===== src/rtl/sync_fifo_fwft.sv =====
// Single-clock first-word-fall-through FIFO. The head entry is presented on
// rd_data whenever the FIFO holds data. The FIFO also reports occupancy,
// almost-full/almost-empty levels and sticky overflow/underflow error flags.
// Extra-MSB pointers make all 2**ADDR_WIDTH entries usable.
module sync_fifo_fwft #(
    parameter int DATA_WIDTH = 8,
    parameter int ADDR_WIDTH = 4,
    parameter int AF_LEVEL   = 12,
    parameter int AE_LEVEL   = 2
) (
    input  logic                  sys_clock,
    input  logic                  reset,
    input  logic                  wr_en,
    input  logic [DATA_WIDTH-1:0] wr_data,
    input  logic                  rd_en,
    output logic [DATA_WIDTH-1:0] rd_data,
    output logic                  empty,
    output logic                  full,
    output logic                  almost_full,
    output logic                  almost_empty,
    output logic [ADDR_WIDTH:0]   count,
    input  logic                  clr_err,
    output logic                  overflow,
    output logic                  underflow
);

    localparam int DEPTH = 1 << ADDR_WIDTH;
    localparam logic [ADDR_WIDTH:0] PTR_ONE  = {{ADDR_WIDTH{1'b0}}, 1'b1};
    localparam logic [ADDR_WIDTH:0] AF_CNT   = (ADDR_WIDTH+1)'(AF_LEVEL);
    localparam logic [ADDR_WIDTH:0] AE_CNT   = (ADDR_WIDTH+1)'(AE_LEVEL);

    // Storage; never reset, so stale contents after a reset are simply unreachable.
    logic [DATA_WIDTH-1:0] mem [DEPTH];

    logic [ADDR_WIDTH:0] wr_ptr_q, wr_ptr_d;
    logic [ADDR_WIDTH:0] rd_ptr_q, rd_ptr_d;
    logic [ADDR_WIDTH:0] count_q,  count_d;
    logic                overflow_q, overflow_d;
    logic                underflow_q, underflow_d;

    logic empty_w;
    logic full_w;
    logic wr_acc;
    logic rd_acc;

    // Status decoded purely from the pointers so it never depends on count.
    always_comb begin
        empty_w = (wr_ptr_q == rd_ptr_q);
        full_w  = (wr_ptr_q[ADDR_WIDTH] != rd_ptr_q[ADDR_WIDTH]) &&
                  (wr_ptr_q[ADDR_WIDTH-1:0] == rd_ptr_q[ADDR_WIDTH-1:0]);
        // A full FIFO never writes through and an empty FIFO never bypasses.
        wr_acc  = wr_en && !full_w;
        rd_acc  = rd_en && !empty_w;
    end

    // Next-state for pointers, occupancy and sticky error flags.
    always_comb begin
        wr_ptr_d    = wr_ptr_q;
        rd_ptr_d    = rd_ptr_q;
        count_d     = count_q;
        overflow_d  = overflow_q;
        underflow_d = underflow_q;

        if (wr_acc) begin
            wr_ptr_d = wr_ptr_q + PTR_ONE;
        end
        if (rd_acc) begin
            rd_ptr_d = rd_ptr_q + PTR_ONE;
        end

        case ({wr_acc, rd_acc})
            2'b10:   count_d = count_q + PTR_ONE;
            2'b01:   count_d = count_q - PTR_ONE;
            default: count_d = count_q;
        endcase

        // Clear first so that an error in the same cycle as clr_err still sticks.
        if (clr_err) begin
            overflow_d  = 1'b0;
            underflow_d = 1'b0;
        end
        if (wr_en && full_w) begin
            overflow_d = 1'b1;
        end
        if (rd_en && empty_w) begin
            underflow_d = 1'b1;
        end
    end

    // Control state registers with synchronous active-low reset.
    always_ff @(posedge sys_clock) begin
        if (!reset) begin
            wr_ptr_q    <= '0;
            rd_ptr_q    <= '0;
            count_q     <= '0;
            overflow_q  <= 1'b0;
            underflow_q <= 1'b0;
        end else begin
            wr_ptr_q    <= wr_ptr_d;
            rd_ptr_q    <= rd_ptr_d;
            count_q     <= count_d;
            overflow_q  <= overflow_d;
            underflow_q <= underflow_d;
        end
    end

    // Storage write port; only accepted writes touch the array.
    always_ff @(posedge sys_clock) begin
        if (reset && wr_acc) begin
            mem[wr_ptr_q[ADDR_WIDTH-1:0]] <= wr_data;
        end
    end

    // Output decode: head data falls through combinationally from the read pointer.
    always_comb begin
        empty        = empty_w;
        full         = full_w;
        count        = count_q;
        overflow     = overflow_q;
        underflow    = underflow_q;
        almost_full  = (count_q >= AF_CNT);
        almost_empty = (count_q <= AE_CNT);
        rd_data      = empty_w ? '0 : mem[rd_ptr_q[ADDR_WIDTH-1:0]];
    end

endmodule

===== config.mk =====
export PLATFORM = sky130hd
export DESIGN_NAME = sync_fifo_fwft
export DESIGN_NICKNAME = d
export VERILOG_FILES = /design/src/rtl/sync_fifo_fwft.sv
export SDC_FILE = /design/constraint.sdc
export NUM_CORES = 1
export LEC_CHECK = 0
export ABC_AREA = 1
export ABC_CLOCK_PERIOD_IN_PS = 3050
export BUFFER_PORTS_ARGS = -buffer_cell sky130_fd_sc_hd__buf_2
export CAP_MARGIN = 30
export CORE_ASPECT_RATIO = 1.25
export CORE_MARGIN = 2
export CORE_UTILIZATION = 55
export DETAILED_ROUTE_END_ITERATION = 8
export PLACE_DENSITY = 0.73
export RECOVER_POWER = 100
export SLEW_MARGIN = 25
export SYNTH_ARGS = -nofsm -noshare
export SYNTH_HDL_FRONTEND = slang
export SYNTH_SLANG_ARGS = --single-unit

===== constraint.sdc =====
create_clock -name sys_clock -period 3.05 [get_ports sys_clock]
set_input_delay 0.61 -clock sys_clock [delete_from_list [all_inputs] [get_ports sys_clock]]
set_output_delay 0.61 -clock sys_clock [all_outputs]
set_load 0.03 [all_outputs]

* Word level (Yosys, flattened, before mapping)
Memory sizes are Yosys's and may differ from the RTL's. A register that Yosys moved wholly into a read port is not among the register bits.
Index checks and enable logic that the tools add are counted.
** Storage, ports and cells
- Word-level logic and storage cells :: 37
- Output and inout port bits :: 19
- Flip-flop bits (word level) :: 17
- Input port bits :: 13
- Memory bits (writable) :: 128
- Memories :: 1
** Operators by class
- Reductions and logical operators :: 11
- $lt $le $gt $ge :: 2
- Add/sub/neg operators :: 4
- Mux-type cells :: 9
- Eq/ne operators :: 5
** Memories
- mem :: depth 16, bits a word 8, read ports 1, clocked after memory_dff 1, wr ports 1, line 33 : logic [DATA_WIDTH-1:0] mem [DEPTH];
** Operator list (count)
- $add A5 B1 Y5 const B :: 3
- $pmux W5 S2 :: 1
- $mux W4 :: 2
- $mux W8 :: 1
- $logic_and A1 B1 Y1 :: 6
- $reduce_bool A2 Y1 :: 3
- $eq A5 B5 Y1 :: 1
- $ge A5 B4 Y1 const B :: 1
- $le A5 B2 Y1 const B :: 1
- $mux W1 :: 5
- $sub A5 B1 Y5 const B :: 1
- $eq A4 B4 Y1 :: 1
- $eq A2 B1 Y1 const B :: 1
- $eq A2 B2 Y1 const B :: 1
- $logic_not A1 Y1 :: 2
- $ne A1 B1 Y1 :: 1

* Longest topological paths before layout
- Depth after elaboration :: 7
- Gate-level depth with buffers :: 19
- Gate-level depth less buffers :: 18

* Worst setup path after synthesis
OpenSTA, ideal clock, no wires.
- Path kind :: register -> output
- Start point :: reg count_q[1] (netlist: count[1])
- End point :: out almost_empty
- Data required time :: 2.440 ns
- Data arrival time :: 2.095 ns
- Buffers on the path :: 0
- Slack :: 0.345 ns
- Cell stages (with the launch flop) :: 2
- Path through :: dfxtp_1 -> a2111oi_0
** Between the ends
- Longest elaborated chain between the ends :: 1
** RTL lines
- start: declaration :: line 37 : logic [ADDR_WIDTH:0] count_q, count_d;
- start signal: assignment :: line 101 : count_q <= count_d;
- $le A5 B2 Y1 :: line 122 : almost_empty = (count_q <= AE_CNT);
- end: declaration :: line 20 : output logic almost_empty,
Every way passes these cells.

==> flow_results.org <==
** Power and ir drop
- The analysis attributes to cell leakage a power of 2.58 nW.
- Internal power comes to 0.00386 W.
- Sw Pwr :: 0.00136 W
- Clock share of power :: 41.1%
- Combinational power share :: 14.5%
- In this run switching power makes up 26.1% of total power.
- Power per cell area :: slightly above 700 nW/um^2
- Maximum vdd drop :: 514 uV
- The share of total power dissipated in sequential elements is 44.4%.

** Finish
- From synthesis to final layout, the design area changed by 14.7%.
- In the final layout, flip-flops and latches occupy 4270 um^2.
- Final standard cell count with taps included and fillers excluded :: 709
- Area used by multi-input combinational logic :: 1680 um^2
- The top cell types in the final layout, fill and taps aside, are edfxtp_1, inv_1, a21oi_1.
- Post-layout util :: around 65%
- Fillcell total :: about 820
- After the last flow step, the layout net total stands at slightly below 600.
- Layout cells sized above 1 :: 11.0%
- The library cell used most frequently in the layout, excluding fill and tap cells, is edfxtp_1.
- Total inserted antenna cells :: 0

** Timing
- On the final layout, the worst clock skew is 0.00795 ns.
- Fmax :: 346 MHz
- Transition time at the pin with the least slew margin :: 0.909 ns
- Part of the cycle the worst path needs :: roughly 95%
- Measured against its own limit, the worst slew margin works out to 39.4%.
- After routing, the total negative slack on setup checks comes to 0 ns.
- After layout, the minimum clock period comes to 2.89 ns.
- Number of failing hold endpoints at the final stage :: 0
- Setup violations remaining at the end of the flow were counted as 0.
- Setup repair after global routing missed its margin :: no
- Min setup slack post-route :: about 0.16 ns
- The count of pins over their slew limit came to 0.

** Logic synthesis
- Cell count after synthesis :: around 520
- Post-synthesis compound-gate area fraction :: 11.9%
- Summing the areas of all and, or, nand and nor instances in the mapped netlist gives 7.78% of the synthesized area.
- Sequential fraction of the synthesis area :: 67.5%
- Synthesized-area fraction occupied by adder cells :: 1.39%
- By area, the combinational part of the netlist is dominated by compound AO/OA/AOI/OAI gates.
- Counting distinct cell types in the post-synthesis netlist gives 28.
- After synthesis the netlist holds a flip-flop and latch count of ~150.
- Each instance of the synthesized netlist takes up on average 12.2 um^2.
- Multiplexer fraction of the synthesized cell area :: 5.07%
- Largest area contributor in the synthesized netlist :: edfxtp_1
- Summed over its instances, the top area cell type makes up about three fifths of the synthesized netlist area.
- The mapped netlist covers 6320 um^2.
- Net count of the mapped netlist :: 539
- Yosys attributes the largest share of cell area to edfxtp_1, dfxtp_1, mux2i_1.
- Number of warnings printed during yosys synthesis :: 0
- After Yosys synthesis, XOR and XNOR cells account for 0.832% of the synthesized area.

** Worst hold path
- Class of the tightest hold or removal check :: in2reg
- Hold Crit Start :: rd_en

** Routing
- Met3 WL :: 920 um
- After detailed routing, the number of vias per cell comes to 5.80.
- DRC Markers :: 0
- Number of routed nets with antenna violations :: 0
- Total detailed-routing wirelength :: 13.6 mm
- The detailed router finished its first iteration with 338 violations.
- First-pass iteration count of the detailed router :: 6
- Routed wire length per instance :: 19.2 um
- Met2 wirelength from detailed routing :: 6.91 mm
- Top routing layer in use :: met4
- Met1 WL :: 5.46 mm
- Overall via count from detail_route :: 4,112

** Clock network
- Worst skew pair latency :: 0.42 ns
- The clock tree synthesis step divided the H-tree into 4 levels.
- Maximum root-to-sink buffer count :: 2
- Clock tree from TritonCTS :: built
- Count of instances resized after the clock tree is built :: 0
- Reg clk slew, reported paths :: 0.06 ns
- Cts bufs inserted :: 17
- TritonCTS Sinks :: 149
- The root buffer cell chosen for the clock tree is clkbuf_16.

** Worst setup path
- STA puts the critical path data required time at 2.44 ns.
- Type of origin of the critical path :: register
- Type of destination of the critical path :: output port
- The worst setup path is of the reg2out kind.
- Worst endpoint data arrival time :: between 2 and 2.5 ns
- In this run the worst path has a maximum fanout of 31.
- Startpoint of the worst-slack reg-to-reg timing path :: wr_ptr_q[0]$_SDFFE_PN0P_

** Floorplan
- For this design the top-level I/O count stands at 32.
- Die outline width :: roughly 100 um
- Die Y :: roughly 120 um
- FP Rows :: 43
- Area of the placeable core :: 11,100 um^2
- Die outline area :: 12,400 um^2
- Starting density of the core :: 56.7%

** Job
- Across the run, the number of max-cap violations was 0.

** Placement
- The count of buffers added on input and output ports is 31.
- Number of placed cells counting well taps :: between 600 and 700
- The congestion estimate from routability-driven global placement came to 0.881.
- Prior to clock tree synthesis, the placed netlist has a worst setup slack of 0.571 ns.
- After legalization and detailed placement, the total HPWL measured 8.84 mm.

** Global routing
- The first global-routing pass estimated between 20 and 25 mm of wire.
- Number of global-route vias before repair :: 4,095
- Congestion Overflow GR :: 0
- Overall fraction of global-route tracks in use :: 23.2%
- Pin count of the biggest net entering global routing :: 60
- The initial antenna violation count was 0.

** Outcome
- Result of the run :: finished clean
-- cell usage after synthesis --
master,count
edfxtp_1,128
inv_1,58
a21oi_1,56
o21ai_0,39
mux2i_1,32
nand2_1,32
o211ai_1,32
nand3_1,25
nor2_1,25
dfxtp_1,21
clkbuf_1,19
ha_1,7
inv_2,6
nor3_1,6
o21ai_1,5
nand2_2,4
nand3_2,4
buf_2,3
xnor2_1,3
xor2_1,3
buf_4,2
nand2_4,2
nor2_4,2
a2111oi_0,1
clkinv_1,1
inv_4,1
nand4_1,1
nor2_2,1
-- worst max-delay path: stages (launching register included) --
cell	delay, ns
dfxtp_4	0.50
buf_16	0.23
a21oi_1	0.16
o21ai_0	0.11
o211ai_1	0.15
nand3_1	0.14
a21oi_1	0.22
clkbuf_1	0.34
-- timing repair --
action,4_1_cts,5_1_grt
endpoints found under the setup margin,0,3
buffers inserted,0,1
hold buffers,0,0
-- worst paths after layout --
path / to / slack, ns / cells past startpoint
min reg2reg: rd_ptr_q[4]$_SDFFE_PN0P_ / 0.47 / 1
min: underflow$_SDFFE_PN0P_ / 0.46 / 3
max reg2reg: count[2]$_SDFFE_PN0P_ / 0.34 / 15
max: rd_data[4] / 0.16 / 7
-- layer usage --
metal / global-route usage [%] / vias up
li1: - / 1947
met1: 28.2 / 1987
met2: 39.9 / 148
met3: 5.61 / 30
met4: 9.59 / 0
met5: 0 / -
-- power groups by stage --
stage          registers, W  logic [W]  clock network [W]
5_1_grt             0.00233   0.000833            0.00224
4_1_cts             0.00233   0.000750            0.00216
2_1_floorplan       0.00236   0.000529                  0
6_report            0.00232   0.000757            0.00215
3_3_place_gp        0.00237   0.000716                  0
3_5_place_dp        0.00237   0.000743                  0
-- state kept, by name, summed over array words and instances (netlist names), named ones only --
signal and count:
count 5, mem 128, overflow 1, rd_ptr_q 5
underflow 1, wr_ptr_q 5
-- area by class of cell --
| class | instances | share of cell area, % |
|---|---|---|
| Clock buffer | 18 | 5.92 |
| Clock inverter | 14 | 2.55 |
| Inverter | 66 | 3.44 |
| Multi-Input combinational cell | 280 | 23.2 |
| Sequential cell | 149 | 58.9 |
| Tap cell | 135 | 2.33 |
| Timing Repair Buffer | 47 | 3.64 |
-- logic make-up (layout without fill, tap and decap cells) --
kind of cell | count (synthesis) | after routing
adder cells (fa/ha/maj) | 7 | 7
AO/OA/AOI/OAI | 133 | 133
multiplexers | 32 | 32
AND/OR/NAND/NOR | 102 | 102
buffers and inverters | 90 | 145
flip-flops | 149 | 149
XOR/XNOR | 6 | 6
-- metrics by stage --
| stage | power (W) | instance area, um^2 | hold WS, ns |
|---|---|---|---|
| detailed placement | 0.00312 | 6690 | 0.463 |
| finish | 0.00523 | 7250 | 0.458 |
| global route | 0.00540 | 7250 | 0.470 |
| global placement | 0.00309 | 6660 | 0.449 |
| floorplan | 0.00289 | 6320 | 0.446 |
| CTS | 0.00524 | 7300 | 0.456 |
No activity file was read; power rests on OpenSTA's default activity.
